File: config.mk
export PLATFORM = sky130hd
export DESIGN_NAME = reservation_station_aged_flat
export DESIGN_NICKNAME = d
export VERILOG_FILES = /design/src/rtl/reservation_station_aged_if.sv /design/src/rtl/reservation_station_aged.sv /design/src/flat_wrapper.sv
export SDC_FILE = /design/constraint.sdc
export NUM_CORES = 2
export LEC_CHECK = 0
export ABC_CLOCK_PERIOD_IN_PS = 14100
export BUFFER_PORTS_ARGS = -buffer_cell sky130_fd_sc_hd__buf_2
export CAP_MARGIN = 20
export CORE_UTILIZATION = 45
export CTS_BUF_LIST = sky130_fd_sc_hd__clkbuf_4 sky130_fd_sc_hd__clkbuf_8
export DETAILED_ROUTE_END_ITERATION = 10
export PLACE_DENSITY = 0.63
export SYNTH_ARGS = -nofsm -noshare
export SYNTH_HDL_FRONTEND = slang
export SYNTH_SLANG_ARGS = --single-unit
File: constraint.sdc
create_clock -name clk -period 14.1 [get_ports clk]
set_clock_uncertainty 0.2 [all_clocks]
set_input_delay 3.525 -clock clk [delete_from_list [all_inputs] [get_ports clk]]
set_output_delay 3.525 -clock clk [all_outputs]
set_load 0.005 [all_outputs]
File: src/rtl/reservation_station_aged_if.sv
// reservation_station_aged_if: control payload type and the issue/wake-up/dispatch bundle of the aged reservation station.
package reservation_station_aged_pkg;
  typedef struct packed {
    logic       sub;
    logic [2:0] op;
  } add_sub_decode_t;
endpackage

interface reservation_station_aged_if #(
  parameter int OPERANDS = 2,
  parameter int RS_DEPTH = 8,
  parameter int RS_ID_WIDTH = 5,
  parameter int CDB_PORTS = 2,
  parameter type CONTROL_TYPE = reservation_station_aged_pkg::add_sub_decode_t
);
  logic flush;
  logic take_valid, take_ready;
  logic [OPERANDS-1:0] op_value_valid_in;
  logic [OPERANDS-1:0][RS_ID_WIDTH-1:0] op_rs_id_in;
  logic [OPERANDS-1:0][31:0] op_value_in;
  CONTROL_TYPE control_in;
  logic [RS_ID_WIDTH-1:0] id_taken;
  logic [CDB_PORTS-1:0] cdb_valid;
  logic [CDB_PORTS-1:0][RS_ID_WIDTH-1:0] cdb_tag;
  logic [CDB_PORTS-1:0][31:0] cdb_value;
  logic output_valid, output_ready;
  logic [OPERANDS-1:0][31:0] op_value_out;
  CONTROL_TYPE control_out;
  logic [RS_ID_WIDTH-1:0] op_rs_id_out;
  logic [$clog2(RS_DEPTH+1)-1:0] occupancy;
  modport master (
    output flush, take_valid, op_value_valid_in, op_rs_id_in, op_value_in, control_in,
           cdb_valid, cdb_tag, cdb_value, output_ready,
    input  take_ready, id_taken, output_valid, op_value_out, control_out, op_rs_id_out, occupancy
  );
  modport slave (
    input  flush, take_valid, op_value_valid_in, op_rs_id_in, op_value_in, control_in,
           cdb_valid, cdb_tag, cdb_value, output_ready,
    output take_ready, id_taken, output_valid, op_value_out, control_out, op_rs_id_out, occupancy
  );
endinterface

File: src/rtl/reservation_station_aged.sv
// reservation_station_aged: reservation station with CDB wake-up and oldest-ready-first dispatch.
module reservation_station_aged #(
  parameter int OPERANDS = 2,
  parameter int RS_OFFSET = 0,
  parameter int RS_DEPTH = 8,
  parameter int RS_ID_WIDTH = 5,
  parameter int CDB_PORTS = 2,
  parameter type CONTROL_TYPE = reservation_station_aged_pkg::add_sub_decode_t
) (
  input logic clk,
  input logic rst,
  reservation_station_aged_if.slave io
);
  localparam int AW = $clog2(RS_DEPTH);
  localparam int OW = $clog2(RS_DEPTH + 1);
  logic [RS_DEPTH-1:0] valid_q, valid_d;
  CONTROL_TYPE [RS_DEPTH-1:0] ctrl_q, ctrl_d;
  logic [RS_DEPTH-1:0][OPERANDS-1:0] vv_q, vv_d;
  logic [RS_DEPTH-1:0][OPERANDS-1:0][RS_ID_WIDTH-1:0] tag_q, tag_d;
  logic [RS_DEPTH-1:0][OPERANDS-1:0][31:0] val_q, val_d;
  logic [RS_DEPTH-1:0][AW-1:0] age_q, age_d;
  logic [OW-1:0] occ_q, occ_d;
  logic [AW-1:0] free_idx, sel_idx, sel_age;
  logic sel_found, take, disp;
  always_comb begin
    free_idx = '0;
    for (int i = RS_DEPTH - 1; i >= 0; i--) free_idx = valid_q[i] ? free_idx : AW'(i);
  end
  // Ages are unique among valid entries, so the smallest ready age is the oldest ready entry.
  always_comb begin
    sel_found = 1'b0;
    sel_idx = '0;
    sel_age = '0;
    for (int i = 0; i < RS_DEPTH; i++) begin
      if (valid_q[i] && &vv_q[i] && (!sel_found || age_q[i] < sel_age)) begin
        sel_found = 1'b1;
        sel_idx = AW'(i);
        sel_age = age_q[i];
      end
    end
  end
  assign io.take_ready = ~&valid_q;
  assign io.id_taken = RS_ID_WIDTH'(free_idx) + RS_ID_WIDTH'(RS_OFFSET);
  assign io.output_valid = sel_found;
  assign io.op_value_out = val_q[sel_idx];
  assign io.control_out = ctrl_q[sel_idx];
  assign io.op_rs_id_out = RS_ID_WIDTH'(sel_idx) + RS_ID_WIDTH'(RS_OFFSET);
  assign io.occupancy = occ_q;
  assign take = io.take_valid & io.take_ready & ~io.flush;
  assign disp = sel_found & io.output_ready & ~io.flush;
  always_comb begin
    valid_d = valid_q;
    ctrl_d = ctrl_q;
    vv_d = vv_q;
    tag_d = tag_q;
    val_d = val_q;
    age_d = age_q;
    occ_d = io.flush ? '0 : occ_q + OW'(take) - OW'(disp);
    for (int i = 0; i < RS_DEPTH; i++) begin
      for (int o = 0; o < OPERANDS; o++) begin
        for (int k = CDB_PORTS - 1; k >= 0; k--) begin
          if (valid_q[i] && !vv_q[i][o] && io.cdb_valid[k] && io.cdb_tag[k] == tag_q[i][o]) begin
            vv_d[i][o] = 1'b1;
            val_d[i][o] = io.cdb_value[k];
          end
        end
      end
      if (disp && valid_q[i] && age_q[i] > sel_age) age_d[i] = age_q[i] - 1'b1;
      if (disp && AW'(i) == sel_idx) valid_d[i] = 1'b0;
      if (take && AW'(i) == free_idx) begin
        valid_d[i] = 1'b1;
        ctrl_d[i] = io.control_in;
        age_d[i] = AW'(occ_q - OW'(disp));
        for (int o = 0; o < OPERANDS; o++) begin
          vv_d[i][o] = io.op_value_valid_in[o];
          tag_d[i][o] = io.op_rs_id_in[o];
          val_d[i][o] = io.op_value_in[o];
          for (int k = CDB_PORTS - 1; k >= 0; k--) begin
            if (!io.op_value_valid_in[o] && io.cdb_valid[k] && io.cdb_tag[k] == io.op_rs_id_in[o]) begin
              vv_d[i][o] = 1'b1;
              val_d[i][o] = io.cdb_value[k];
            end
          end
        end
      end
    end
    if (io.flush) valid_d = '0;
  end
  always_ff @(posedge clk) begin
    if (rst) begin
      valid_q <= '0;
      ctrl_q <= '0;
      vv_q <= '0;
      tag_q <= '0;
      val_q <= '0;
      age_q <= '0;
      occ_q <= '0;
    end else begin
      valid_q <= valid_d;
      ctrl_q <= ctrl_d;
      vv_q <= vv_d;
      tag_q <= tag_d;
      val_q <= val_d;
      age_q <= age_d;
      occ_q <= occ_d;
    end
  end
endmodule

File: src/flat_wrapper.sv
// flat-port wrapper written by rule: the top's interface ports become plain ports
module reservation_station_aged_flat 
#(
  parameter int OPERANDS = 2,
  parameter int RS_OFFSET = 0,
  parameter int RS_DEPTH = 8,
  parameter int RS_ID_WIDTH = 5,
  parameter int CDB_PORTS = 2,
  parameter type CONTROL_TYPE = reservation_station_aged_pkg::add_sub_decode_t
)
  (clk, rst, io_flush, io_take_valid, io_op_value_valid_in, io_op_rs_id_in, io_op_value_in, io_control_in, io_cdb_valid, io_cdb_tag, io_cdb_value, io_output_ready, io_take_ready, io_id_taken, io_output_valid, io_op_value_out, io_control_out, io_op_rs_id_out, io_occupancy);
  reservation_station_aged_if #(.OPERANDS(OPERANDS), .RS_DEPTH(RS_DEPTH), .RS_ID_WIDTH(RS_ID_WIDTH), .CDB_PORTS(CDB_PORTS), .CONTROL_TYPE(CONTROL_TYPE)) io_i ();
  input logic clk;
  input logic rst;
  input wire logic [$bits(io_i.flush)-1:0] io_flush;
  input wire logic [$bits(io_i.take_valid)-1:0] io_take_valid;
  input wire logic [$bits(io_i.op_value_valid_in)-1:0] io_op_value_valid_in;
  input wire logic [$bits(io_i.op_rs_id_in)-1:0] io_op_rs_id_in;
  input wire logic [$bits(io_i.op_value_in)-1:0] io_op_value_in;
  input wire logic [$bits(io_i.control_in)-1:0] io_control_in;
  input wire logic [$bits(io_i.cdb_valid)-1:0] io_cdb_valid;
  input wire logic [$bits(io_i.cdb_tag)-1:0] io_cdb_tag;
  input wire logic [$bits(io_i.cdb_value)-1:0] io_cdb_value;
  input wire logic [$bits(io_i.output_ready)-1:0] io_output_ready;
  output wire logic [$bits(io_i.take_ready)-1:0] io_take_ready;
  output wire logic [$bits(io_i.id_taken)-1:0] io_id_taken;
  output wire logic [$bits(io_i.output_valid)-1:0] io_output_valid;
  output wire logic [$bits(io_i.op_value_out)-1:0] io_op_value_out;
  output wire logic [$bits(io_i.control_out)-1:0] io_control_out;
  output wire logic [$bits(io_i.op_rs_id_out)-1:0] io_op_rs_id_out;
  output wire logic [$bits(io_i.occupancy)-1:0] io_occupancy;
  assign io_i.flush = io_flush;
  assign io_i.take_valid = io_take_valid;
  assign io_i.op_value_valid_in = io_op_value_valid_in;
  assign io_i.op_rs_id_in = io_op_rs_id_in;
  assign io_i.op_value_in = io_op_value_in;
  assign io_i.control_in = io_control_in;
  assign io_i.cdb_valid = io_cdb_valid;
  assign io_i.cdb_tag = io_cdb_tag;
  assign io_i.cdb_value = io_cdb_value;
  assign io_i.output_ready = io_output_ready;
  assign io_take_ready = io_i.take_ready;
  assign io_id_taken = io_i.id_taken;
  assign io_output_valid = io_i.output_valid;
  assign io_op_value_out = io_i.op_value_out;
  assign io_control_out = io_i.control_out;
  assign io_op_rs_id_out = io_i.op_rs_id_out;
  assign io_occupancy = io_i.occupancy;
  reservation_station_aged #(.OPERANDS(OPERANDS), .RS_OFFSET(RS_OFFSET), .RS_DEPTH(RS_DEPTH), .RS_ID_WIDTH(RS_ID_WIDTH), .CDB_PORTS(CDB_PORTS), .CONTROL_TYPE(CONTROL_TYPE)) u_core (.clk(clk), .rst(rst), .io(io_i));
endmodule
==> flow_summary.json <==
{
  "ant_nets": 0,
  "r2r-end": "u_core.age_q[1]",
  "crit_fanout": 7,
  "synth_seq_cells": 676,
  "status": "complete, but fails checks",
  "multiInputGateArea_um2": 30600,
  "ys_types": 76,
  "vias": 46400,
  "die_height_um": 319,
  "rr_worst_depth": 56,
  "avgRoutedWirePerCell_um": 26.0,
  "syn2layout_area_growth_pct": 17.7,
  "grt_start_max_net_pins": 130,
  "nets": 6063,
  "worstPathRequired_ns": 10.38,
  "hold_viol_final": 0,
  "numCtsBuffers": 132,
  "die_w_um": 319,
  "drt-pass1-iter-count": 6,
  "grt_pass1_vias": 43300,
  "synth_mux_area_share_pct": 19.7,
  "synth.avg_cell_area_um2": 7.63,
  "clock.fmax_ghz": 0.0701,
  "slowest_stage": "o32ai_2",
  "grt.total_usage_pct": 35.2,
  "synth_top_family_by_area": "compound AO/OA/AOI/OAI gates",
  "io_pins": 245,
  "clkLatencyLatePin_ns": 0.85,
  "port_buffers": 240,
  "relSlewSlack_pct": 23.1,
  "route.detailed.drc": 0,
  "peakVddDrop_mv": 0.0541,
  "cts_root_buf": "clkbuf_8",
  "ctsHoldBuffers": 0,
  "rsz0062_at_grt": "yes",
  "setup_tns_ns": -5.00,
  "yosys.area_share.simple_pct": 16.2,
  "cts_tree": "built",
  "initial_core_util_pct": 45.6,
  "row_count": 115,
  "clk_path_buf_depth": 3,
  "synthArstFlopShare_pct": 0,
  "critPathCaptureType": "output port",
  "rrSetupSlack_ns": 2.30,
  "period_minus_slack_ns": 14.27,
  "cp-start-kind": "flip-flop",
  "stdcell_area_um2": 53100,
  "cap_violations": 0,
  "worst_pin_slew_ns": 1.15,
  "synth_xor_area_share_pct": 3.88,
  "regArea_um2": 13500,
  "clkTransAtPathRegs_ns": 0.06,
  "fin_ws_ns": -0.172,
  "synth_compound_area_share_pct": 22.1,
  "grt_first_pass_wirelength_mm": 276,
  "failed_checks": "setup timing",
  "p_per_area_nw_per_um2": 85.0,
  "synth_edf_count": 0,
  "core_area_um2": 98900,
  "drive_gt1_share_pct": 18.7,
  "synth_area_um2": 45100,
  "vias_per_cell": 6.40,
  "synth_cells": 5916,
  "dieArea_um2": 102000,
  "drt_iter0_drc": 5910,
  "fillCellCount": 9202,
  "clock-sinks": 676,
  "seq_area_frac_synth_pct": 30.0,
  "timing_worst_setup_path_type": "flip-flop to output port",
  "synth_flop_cell": "dfxtp_1",
  "reg2reg_from": "u_core.vv_q[0]",
  "yosysWarningCount": 0,
  "cp-startpoint": "u_core.vv_q[0]",
  "placed_area_um2": 46900,
  "grt_antenna_before_repair": 8,
  "critPathCapture": "io_op_value_out[3]",
  "synth_fa_ha_area_share_pct": 1.20,
  "setup_violations": 66,
  "cp.arrival_ns": 10.55,
  "htreeDepth": 4,
  "dpl.hpwl_mm": 104,
  "slew_violations": 0,
  "wirelength_mm": 189,
  "p_leak_nw": 22.9,
  "gp_congestion": 0.938,
  "slowest_delay_ns": 0.43,
  "fin_crit_sh_pct": 101,
  "grt-ovfl-total": 0,
  "min_path_type": "flip-flop to flip-flop"
}
## where the power goes
part           switching (mW)  internal, mW
combinational           0.282         0.136
clock                   0.940          1.22
sequential            0.00905          1.93
total                    1.23          3.28
## cells by family after synthesis
kind of cell,count (synthesis)
other,1
adder cells (fa/ha/maj),43
flip-flops,676
AO/OA/AOI/OAI,1569
multiplexers,877
AND/OR/NAND/NOR,1747
buffers and inverters,803
XOR/XNOR,200
## how the worst min path moves through the flow
stage / startpoint / endpoint / cells after the start
global placement: u_core.ctrl_q[22] / u_core.ctrl_q[22] / 2
CTS: u_core.ctrl_q[21] / u_core.ctrl_q[21] / 2
detailed placement: u_core.ctrl_q[11] / u_core.ctrl_q[11] / 2
floorplan: u_core.ctrl_q[10] / u_core.ctrl_q[10] / 2
finish: u_core.ctrl_q[4] / u_core.ctrl_q[4] / 2
global route: u_core.ctrl_q[25] / u_core.ctrl_q[25] / 2
## layer usage
metal,GRT usage (%),share of wire (%)
met5,0,0.037
met4,17.1,5.1
met3,7.60,11
met2,54.3,43
met1,46.5,41
## synth_stat cells, types with 74 or more instances
library cell	number	area share, %
inv_1	112	0.93
nand2_1	521	4.3
a211oi_1	441	7.3
buf_1	129	1.1
a31oi_1	74	1.0
and2_1	143	2.0
mux2_2	75	1.9
nor2_1	922	7.7
clkbuf_1	500	4.2
a221oi_1	76	1.5
dfxtp_1	676	30
mux2i_1	802	18
a21oi_1	493	5.5
o21ai_0	255	2.8
xnor2_1	150	2.9
## area by class of cell
class / count / share of cell area, %
clock buffer: 211 / 4.96
clock inverter: 20 / 0.339
timing repair inverter: 1 / 0.0306
multi-input combinational: 4441 / 57.6
tap: 1287 / 3.03
timing repair buffer: 493 / 7.63
antenna: 6 / 0.0283
sequential: 676 / 25.5
inverter: 115 / 0.884
## cell usage in the layout, fill, tap and decap left out, types with 39 or more instances in the layout
master    Yosys  routed
a221oi_2      1      39
dfxtp_1     676     673
inv_1       112     109
a21oi_1     493     484
nand2_1     521     512
mux2i_1     802     802
buf_4        12     180
nand3_1      44      41
o32ai_2       0      55
mux2_2       75      74
clkbuf_8      0     168
clkbuf_4      0      43
and2_1      143     140
xnor2_1     150     150
buf_2        46     235
a31oi_1      74      71
xor2_1       50      50
a211oi_2      1      46
a211oi_1    441     392
o21ai_0     255     241
nor2_1      922     905
## through the flow
| stage | hold slack [ns] | power (mW) | instances | utilization [%] | setup WS [ns] |
|---|---|---|---|---|---|
| after floorplan | 0.232 | 2.24 | 5919 | - | 0.755 |
| after global placement | 0.239 | 2.37 | 6912 | 47.5 | 0.0766 |
| after detailed placement | 0.245 | 2.37 | 6913 | 47.5 | -0.229 |
| after CTS | 0.253 | 4.50 | 7209 | 52.0 | -0.0524 |
| after global routing | 0.267 | 4.64 | 7247 | 53.7 | -0.557 |
| final | 0.252 | 4.51 | 7250 | 53.7 | -0.172 |
## flip-flops by register name (all words and copies together) (netlist names)
signal,count
u_core.vv_q,16
u_core.val_q,512
u_core.ctrl_q,32
u_core.io.occupancy,4
u_core.age_q,24
u_core.tag_q,80
u_core.valid_q,8
## worst max-delay path: cells and delay by family, from the launching register on
| kind | cells | cell delay (ns) |
|---|---|---|
| DFF | 1 | 0.33 |
| muxes | 3 | 0.85 |
| adders and majority gates | 7 | 1.84 |
| and+or+nand+nor | 15 | 1.99 |
| AOI/OAI and AO/OA | 20 | 3.80 |
| buffers and inverters | 7 | 0.85 |
## timing repair
item	CTS	global route
setup buffers	51	34
resized for setup	166	220
setup endpoints to repair	71	71
gates cloned	14	7
pin swaps	50	48
No activity file was read; power rests on OpenSTA's default activity.
